`config.mk`:
```
export PLATFORM = sky130hd
export DESIGN_NAME = factor_game_ctrl
export DESIGN_NICKNAME = d
export VERILOG_FILES = /design/src/rtl/factor_game_pkg.sv /design/src/rtl/prime_div.sv /design/src/rtl/factor_game_ctrl.sv
export SDC_FILE = /design/constraint.sdc
export NUM_CORES = 1
export LEC_CHECK = 0
export BUFFER_PORTS_ARGS = -buffer_cell sky130_fd_sc_hd__clkbuf_2
export CORE_UTILIZATION = 53
export CTS_BUF_LIST = sky130_fd_sc_hd__clkbuf_4
export DETAILED_ROUTE_END_ITERATION = 16
export PLACE_DENSITY_LB_ADDON = 0.08
export SLEW_MARGIN = 20
export SYNTH_ARGS = -nofsm -noshare
export SYNTH_HDL_FRONTEND = slang
export SYNTH_HIERARCHICAL = 1
export SYNTH_SLANG_ARGS = --single-unit
```
`constraint.sdc`:
```
create_clock -name CLK -period 2.5 [get_ports CLK]
set_clock_uncertainty 0.2 [all_clocks]
set_input_delay 0.5 -clock CLK [delete_from_list [all_inputs] [get_ports CLK]]
set_output_delay 0.5 -clock CLK [all_outputs]
set_load 0.01 [all_outputs]
```
`src/rtl/factor_game_pkg.sv`:
```
// Shared types and constants for the prime-factorization game sequencer.
package factor_game_pkg;

   localparam int unsigned W_DEF   = 16;
   localparam int unsigned PRIME_W = 5;
   localparam int unsigned SEL_W   = 3;
   localparam int unsigned LIVES_W = 3;

   typedef enum logic [2:0] {
      ST_IDLE   = 3'd0,
      ST_ARMED  = 3'd1,
      ST_FETCH  = 3'd2,
      ST_PLAY   = 3'd3,
      ST_DIVIDE = 3'd4,
      ST_SOLVED = 3'd5,
      ST_OVER   = 3'd6
   } state_t;

   // Prime table indexed by the player's selector; entry 0 is the rightmost.
   localparam logic [7:0][PRIME_W-1:0] PRIME_LUT = {
      5'd19, 5'd17, 5'd13, 5'd11, 5'd7, 5'd5, 5'd3, 5'd2
   };

   // Map a selector value to its prime.
   function automatic logic [PRIME_W-1:0] prime_of(input logic [SEL_W-1:0] sel);
      return PRIME_LUT[sel];
   endfunction

endpackage

```
`src/rtl/prime_div.sv`:
```
// Restoring divider: W-bit dividend by a small divisor, one quotient bit per cycle.
// done pulses exactly W cycles after start; abort returns it to idle.
module prime_div
   import factor_game_pkg::*;
#(
   parameter int unsigned W  = W_DEF,
   parameter int unsigned DW = PRIME_W
) (
   input  logic          clk,
   input  logic          rst,
   input  logic          start,
   input  logic          abort,
   input  logic [W-1:0]  dividend,
   input  logic [DW-1:0] divisor,
   output logic [W-1:0]  quotient,
   output logic [DW-1:0] remainder,
   output logic          done
);

   localparam int unsigned CNT_W = $clog2(W + 1);

   logic [CNT_W-1:0] cnt;
   logic             running;
   logic [DW-1:0]    step_r_in;
   logic [W-1:0]     step_q_in;
   logic [DW:0]      trial;
   logic [DW-1:0]    step_r;
   logic [W-1:0]     step_q;

   // One restoring step; the start cycle seeds the step from the fresh dividend.
   always_comb begin
      step_r_in = start ? '0 : remainder;
      step_q_in = start ? dividend : quotient;
      trial     = {step_r_in, step_q_in[W-1]};
      step_r    = DW'(trial);
      step_q    = {step_q_in[W-2:0], 1'b0};
      if (trial >= {1'b0, divisor}) begin
         step_r = DW'(trial - {1'b0, divisor});
         step_q = {step_q_in[W-2:0], 1'b1};
      end
   end

   // Iteration counter, shift registers and done pulse.
   always_ff @(posedge clk) begin
      if (rst) begin
         cnt       <= '0;
         running   <= 1'b0;
         done      <= 1'b0;
         quotient  <= '0;
         remainder <= '0;
      end else begin
         done <= 1'b0;
         if (abort) begin
            running <= 1'b0;
            cnt     <= '0;
         end else if (start) begin
            quotient  <= step_q;
            remainder <= step_r;
            cnt       <= CNT_W'(W - 1);
            running   <= 1'b1;
         end else if (running) begin
            quotient  <= step_q;
            remainder <= step_r;
            cnt       <= cnt - CNT_W'(1);
            if (cnt == CNT_W'(1)) begin
               running <= 1'b0;
               done    <= 1'b1;
            end
         end
      end
   end

endmodule

```
`src/rtl/factor_game_ctrl.sv`:
```
// Top-level game sequencer: fetches a target, divides it down by chosen primes,
// and tracks lives and score for the display path.
module factor_game_ctrl
   import factor_game_pkg::*;
#(
   parameter int unsigned W       = W_DEF,
   parameter int unsigned SCORE_W = 8
) (
   input  logic               CLK,
   input  logic               RST,
   input  logic               READY,
   input  logic               QUE,
   input  logic               DEC,
   input  logic               CLR,
   input  logic [SEL_W-1:0]   SEL,
   input  logic [1:0]         HP,
   output logic               Q_REQ,
   input  logic               Q_ACK,
   input  logic [W-1:0]       Q_VAL,
   output logic [W-1:0]       REM,
   output logic [LIVES_W-1:0] LIVES,
   output logic [SCORE_W-1:0] SCORE,
   output logic [2:0]         STATE,
   output logic               BUSY,
   output logic               LEDR
);

   state_t               state, state_n;
   logic                 que_q, dec_q, clr_q;
   logic                 que_rise, dec_rise, clr_rise;
   logic [W-1:0]         rem_n;
   logic [LIVES_W-1:0]   lives_n, lives_dec;
   logic [SCORE_W-1:0]   score_n, score_inc;
   logic [PRIME_W-1:0]   prime_q, prime_n;
   logic                 start_q, start_n;
   logic                 div_abort;
   logic [W-1:0]         div_quo;
   logic [PRIME_W-1:0]   div_rem;
   logic                 div_done;

   assign que_rise  = QUE & ~que_q;
   assign dec_rise  = DEC & ~dec_q;
   assign clr_rise  = CLR & ~clr_q;
   assign lives_dec = (LIVES != '0) ? LIVES - LIVES_W'(1) : '0;
   assign score_inc = (SCORE == '1) ? SCORE : SCORE + SCORE_W'(1);
   assign div_abort = (state == ST_DIVIDE) && !READY;
   assign STATE     = state;

   prime_div #(
      .W  (W),
      .DW (PRIME_W)
   ) u_div (
      .clk       (CLK),
      .rst       (RST),
      .start     (start_q),
      .abort     (div_abort),
      .dividend  (REM),
      .divisor   (prime_q),
      .quotient  (div_quo),
      .remainder (div_rem),
      .done      (div_done)
   );

   // Next-state and datapath update; dropping READY overrides everything.
   always_comb begin
      state_n = state;
      rem_n   = REM;
      lives_n = LIVES;
      score_n = SCORE;
      prime_n = prime_q;
      start_n = 1'b0;
      if (state != ST_IDLE && !READY) begin
         state_n = ST_IDLE;
      end else begin
         case (state)
            ST_IDLE: begin
               if (READY) begin
                  lives_n = LIVES_W'(HP) + LIVES_W'(1);
                  score_n = '0;
                  state_n = ST_ARMED;
               end
            end
            ST_ARMED: begin
               if (que_rise) state_n = ST_FETCH;
            end
            ST_FETCH: begin
               if (Q_ACK) begin
                  if (Q_VAL >= W'(2)) begin
                     rem_n   = Q_VAL;
                     state_n = ST_PLAY;
                  end else begin
                     state_n = ST_ARMED;
                  end
               end
            end
            ST_PLAY: begin
               if (clr_rise) begin
                  lives_n = lives_dec;
                  state_n = (lives_dec == '0) ? ST_OVER : ST_ARMED;
               end else if (dec_rise) begin
                  prime_n = prime_of(SEL);
                  start_n = 1'b1;
                  state_n = ST_DIVIDE;
               end
            end
            ST_DIVIDE: begin
               if (div_done) begin
                  if (div_rem == '0) begin
                     rem_n = div_quo;
                     if (div_quo == W'(1)) begin
                        score_n = score_inc;
                        state_n = ST_SOLVED;
                     end else begin
                        state_n = ST_PLAY;
                     end
                  end else begin
                     lives_n = lives_dec;
                     state_n = (lives_dec == '0) ? ST_OVER : ST_PLAY;
                  end
               end
            end
            ST_SOLVED: begin
               if (!QUE) state_n = ST_ARMED;
            end
            ST_OVER: begin
               lives_n = '0;
            end
            default: state_n = ST_IDLE;
         endcase
      end
   end

   // State, datapath and registered status outputs.
   always_ff @(posedge CLK) begin
      if (RST) begin
         state   <= ST_IDLE;
         que_q   <= 1'b0;
         dec_q   <= 1'b0;
         clr_q   <= 1'b0;
         REM     <= '0;
         LIVES   <= '0;
         SCORE   <= '0;
         prime_q <= '0;
         start_q <= 1'b0;
         Q_REQ   <= 1'b0;
         BUSY    <= 1'b0;
         LEDR    <= 1'b0;
      end else begin
         state   <= state_n;
         que_q   <= QUE;
         dec_q   <= DEC;
         clr_q   <= CLR;
         REM     <= rem_n;
         LIVES   <= lives_n;
         SCORE   <= score_n;
         prime_q <= prime_n;
         start_q <= start_n;
         Q_REQ   <= (state_n == ST_FETCH);
         BUSY    <= (state_n == ST_DIVIDE);
         LEDR    <= (state_n == ST_SOLVED);
      end
   end

endmodule

```
==> metrics.yaml <==
clock_network:
  clockRootBuffer: "clkbuf_4"
  cts_buffers: 9
  hold_buffers: 0
  htreeDepth: 3
  cts_buffer_depth: 2
  clk_transition_reported_paths_ns: 0.12
  cts_tree: "built"
  cts_num_sinks: 70
  clock_latency_ns: 0.42
final_layout:
  multiInputGateArea_mm2: 0.00225
  fin_util: 0.644
  drive_gt1_frac: 0.213
  layout.area.seq_mm2: 0.00140
  antennaDiodeCount: 0
  fillers: 637
  layout.nets: 531
  final_area_mm2: 0.00443
  syn_to_final_growth_pct: 16.0
detailed_routing:
  drtPass1Iterations: 4
  routedWlPerCell_um: 15.1
  drtAntennaViolNets: 0
  drc: 0
  vias_per_cell: 5.71
  drt-total-wl_um: 8920
  vias: 3366
  drtIter0Drc: 128
worst_setup_path:
  cp_data_arrival_time_ns: 2.51
  end_kind: "flop"
  crit_slowest_cell: "or4_1"
  crit_required_ns: 2.62
  cp-start-kind: "flop"
  crit_family: "compound AO/OA/AOI/OAI gates"
  crit_chain: "buf_4 > nor2b_1 > ha_1 > a21o_1 > a221o_1 > or4_1 > o311a_1"
  cp_slowest_stage_delay_ns: 0.42
  crit_fanout: 5
  timing.critical_path.buf_inv: 1
  worstSetupPathType: "reg -> reg"
sta:
  setup_tns_ns: 0
  slew_violations: 0
  layout_setup_ws_ns: 0.109
  post-route-period-util: 0.956
  min_period_ns: 2.39
  fmax_mhz: 418
  setup_viol: 0
  rsz0062_at_grt: "no"
  worstMarginPinSlew_ns: 0.472
  hold_violations: 0
  slew_headroom: 0.685
floorplanning:
  io_pins: 61
  fp.dieH_um: 86.9
  initial_core_util: 0.556
  core_area_mm2: 0.00687
  die-area_mm2: 0.00754
  rows: 30
  die_w_um: 86.9
pwr:
  p_leak_nw: 1.76
  vdd_drop_max_mv: 0.320
  power.density_mw_per_mm2: 563
  total_power_mw: 2.49
synth:
  ys_warn_count: 6
  synth_cell_types: 65
  synth_fp_nets: 469
  syn_area_mm2: 0.00382
  synth_edf_count: 0
  seq_area_frac_synth: 0.367
  synth-async-reset-ratio: 0
  ys.flop_type: "dfxtp_1"
  synthTopCellsByCount: "dfxtp_1 (70), nor2_1 (63), mux2i_1 (39), a211oi_1 (35)"
  ys_seq_elements: 70
  syn_area_per_cell_um2: 8.96
  synth.area.top_cells: "dfxtp_1 (37%), mux2i_1 (10%), a211oi_1 (6.9%)"
  yosysTopAreaCellShare: 0.367
  yosysMostFrequentCell: "dfxtp_1"
  syn-instance-count: 426
  yosys.area.top_type: "dfxtp_1"
place:
  dpl-instance-area_mm2: 0.00421
  place_congestion: 0.859
  dp_hpwl_um: 6510
  post-place-ws_ns: 0.0915
  port_buffers: 60
global_routing:
  grt_max_degree: 33
  grt_pass1_vias: 3077
  grt_antenna_before_repair: 0
  grt_first_pass_wirelength_um: 14600
  overflow: 0
  grt_use_total: 0.247
hold_path:
  hold_class: "in -> reg"
run:
  maxCapViolations: 0
outcome:
  outcome: "completed"
-- worst reg2reg max path, delay by kind of cell, from the launching register on --
kind            cells  cell delay (ns)
simple gates        2             0.59
flops               1             0.35
fa+ha+maj           1             0.29
buf+inv             1             0.14
compound gates      3             0.73
-- worst paths after layout --
check / end / slack [ns] / startpoint / depth (start not counted)
min: dec_q / 0.10 / DEC / 2
max: u_div/remainder[1] / 0.11 / start_q / 7
min reg2reg: prime_q[4] / 0.29 / prime_q[4] / 2
max reg2reg: u_div/remainder[1] / 0.11 / start_q / 7
-- report_power, final --
part	internal, mW	total, mW	switching [mW]
registers	1.14	1.18	0.0325
logic	0.126	0.298	0.172
clock network	0.602	1.02	0.417
total	1.87	2.49	0.622
-- layout by cell type, fill, tap and decap left out, types with 3 or more instances in the layout --
master and count:
nand3_1 10, ha_1 14, a21boi_0 3, nor2b_1 13, o211ai_1 7, a21o_1 3
nand2b_1 9, buf_4 13, dfxtp_1 69, nor3_1 9, o21ai_0 9, clkbuf_2 60
xor2_1 6, or3_1 5, inv_1 14, xnor2_1 6, nand3b_1 3, mux2i_1 38
and3_1 3, a21oi_1 12, nor4_1 8, nand2_1 12, nor2_1 63, clkbuf_4 9
a211oi_1 35, a31oi_1 3, nand4_1 5, bufinv_16 4
-- cell type report --
class / instances / area share
Clock inverter: 7 / 0.0308
Inverter: 15 / 0.0127
Tap cell: 96 / 0.0271
Multi-Input combinational cell: 319 / 0.507
Clock buffer: 9 / 0.0153
Sequential cell: 70 / 0.317
Timing Repair Buffer: 73 / 0.0899
-- metrics by stage --
step	hold WS [ns]	std cells
floorplan	0.250	426
global placement	0.262	572
detailed placement	0.278	572
CTS	0.0911	588
global route	0.115	589
finish	0.104	589
-- timing repair --
item,4_1_cts,5_1_grt
buffers inserted,0,1
resized for setup,0,2
endpoints found under the setup margin,0,2
hold endpoints to repair,0,0
-- registers in the layout (all words and copies together) (netlist names), 3 cells and up --
name	flops
LIVES	3
REM	16
SCORE	8
STATE	3
prime_q	5
u_div/cnt	5
u_div/quotient	16
u_div/remainder	5
-- cell families (layout without fill, tap and decap cells) --
kind of cell             count (synthesis)  count (layout)  synth area share
AO/OA/AOI/OAI                           94              94             0.181
flip-flops                              70              70             0.367
XOR/XNOR                                12              12            0.0275
multiplexers                            39              39             0.102
buffers and inverters                   37             104            0.0462
AND/OR/NAND/NOR                        159             159             0.225
adder cells (fa/ha/maj)                 15              15            0.0511
-- layer usage --
metal  vias to the layer above  global-route usage  wire (um)
li1                       1695                   -          -
met1                      1566               0.326       4230
met2                        85               0.389       4050
met3                        20              0.0455        450
met4                         0               0.118        192
met5                         -                   0          0
Note: power is estimated with default switching activity, not from simulation.
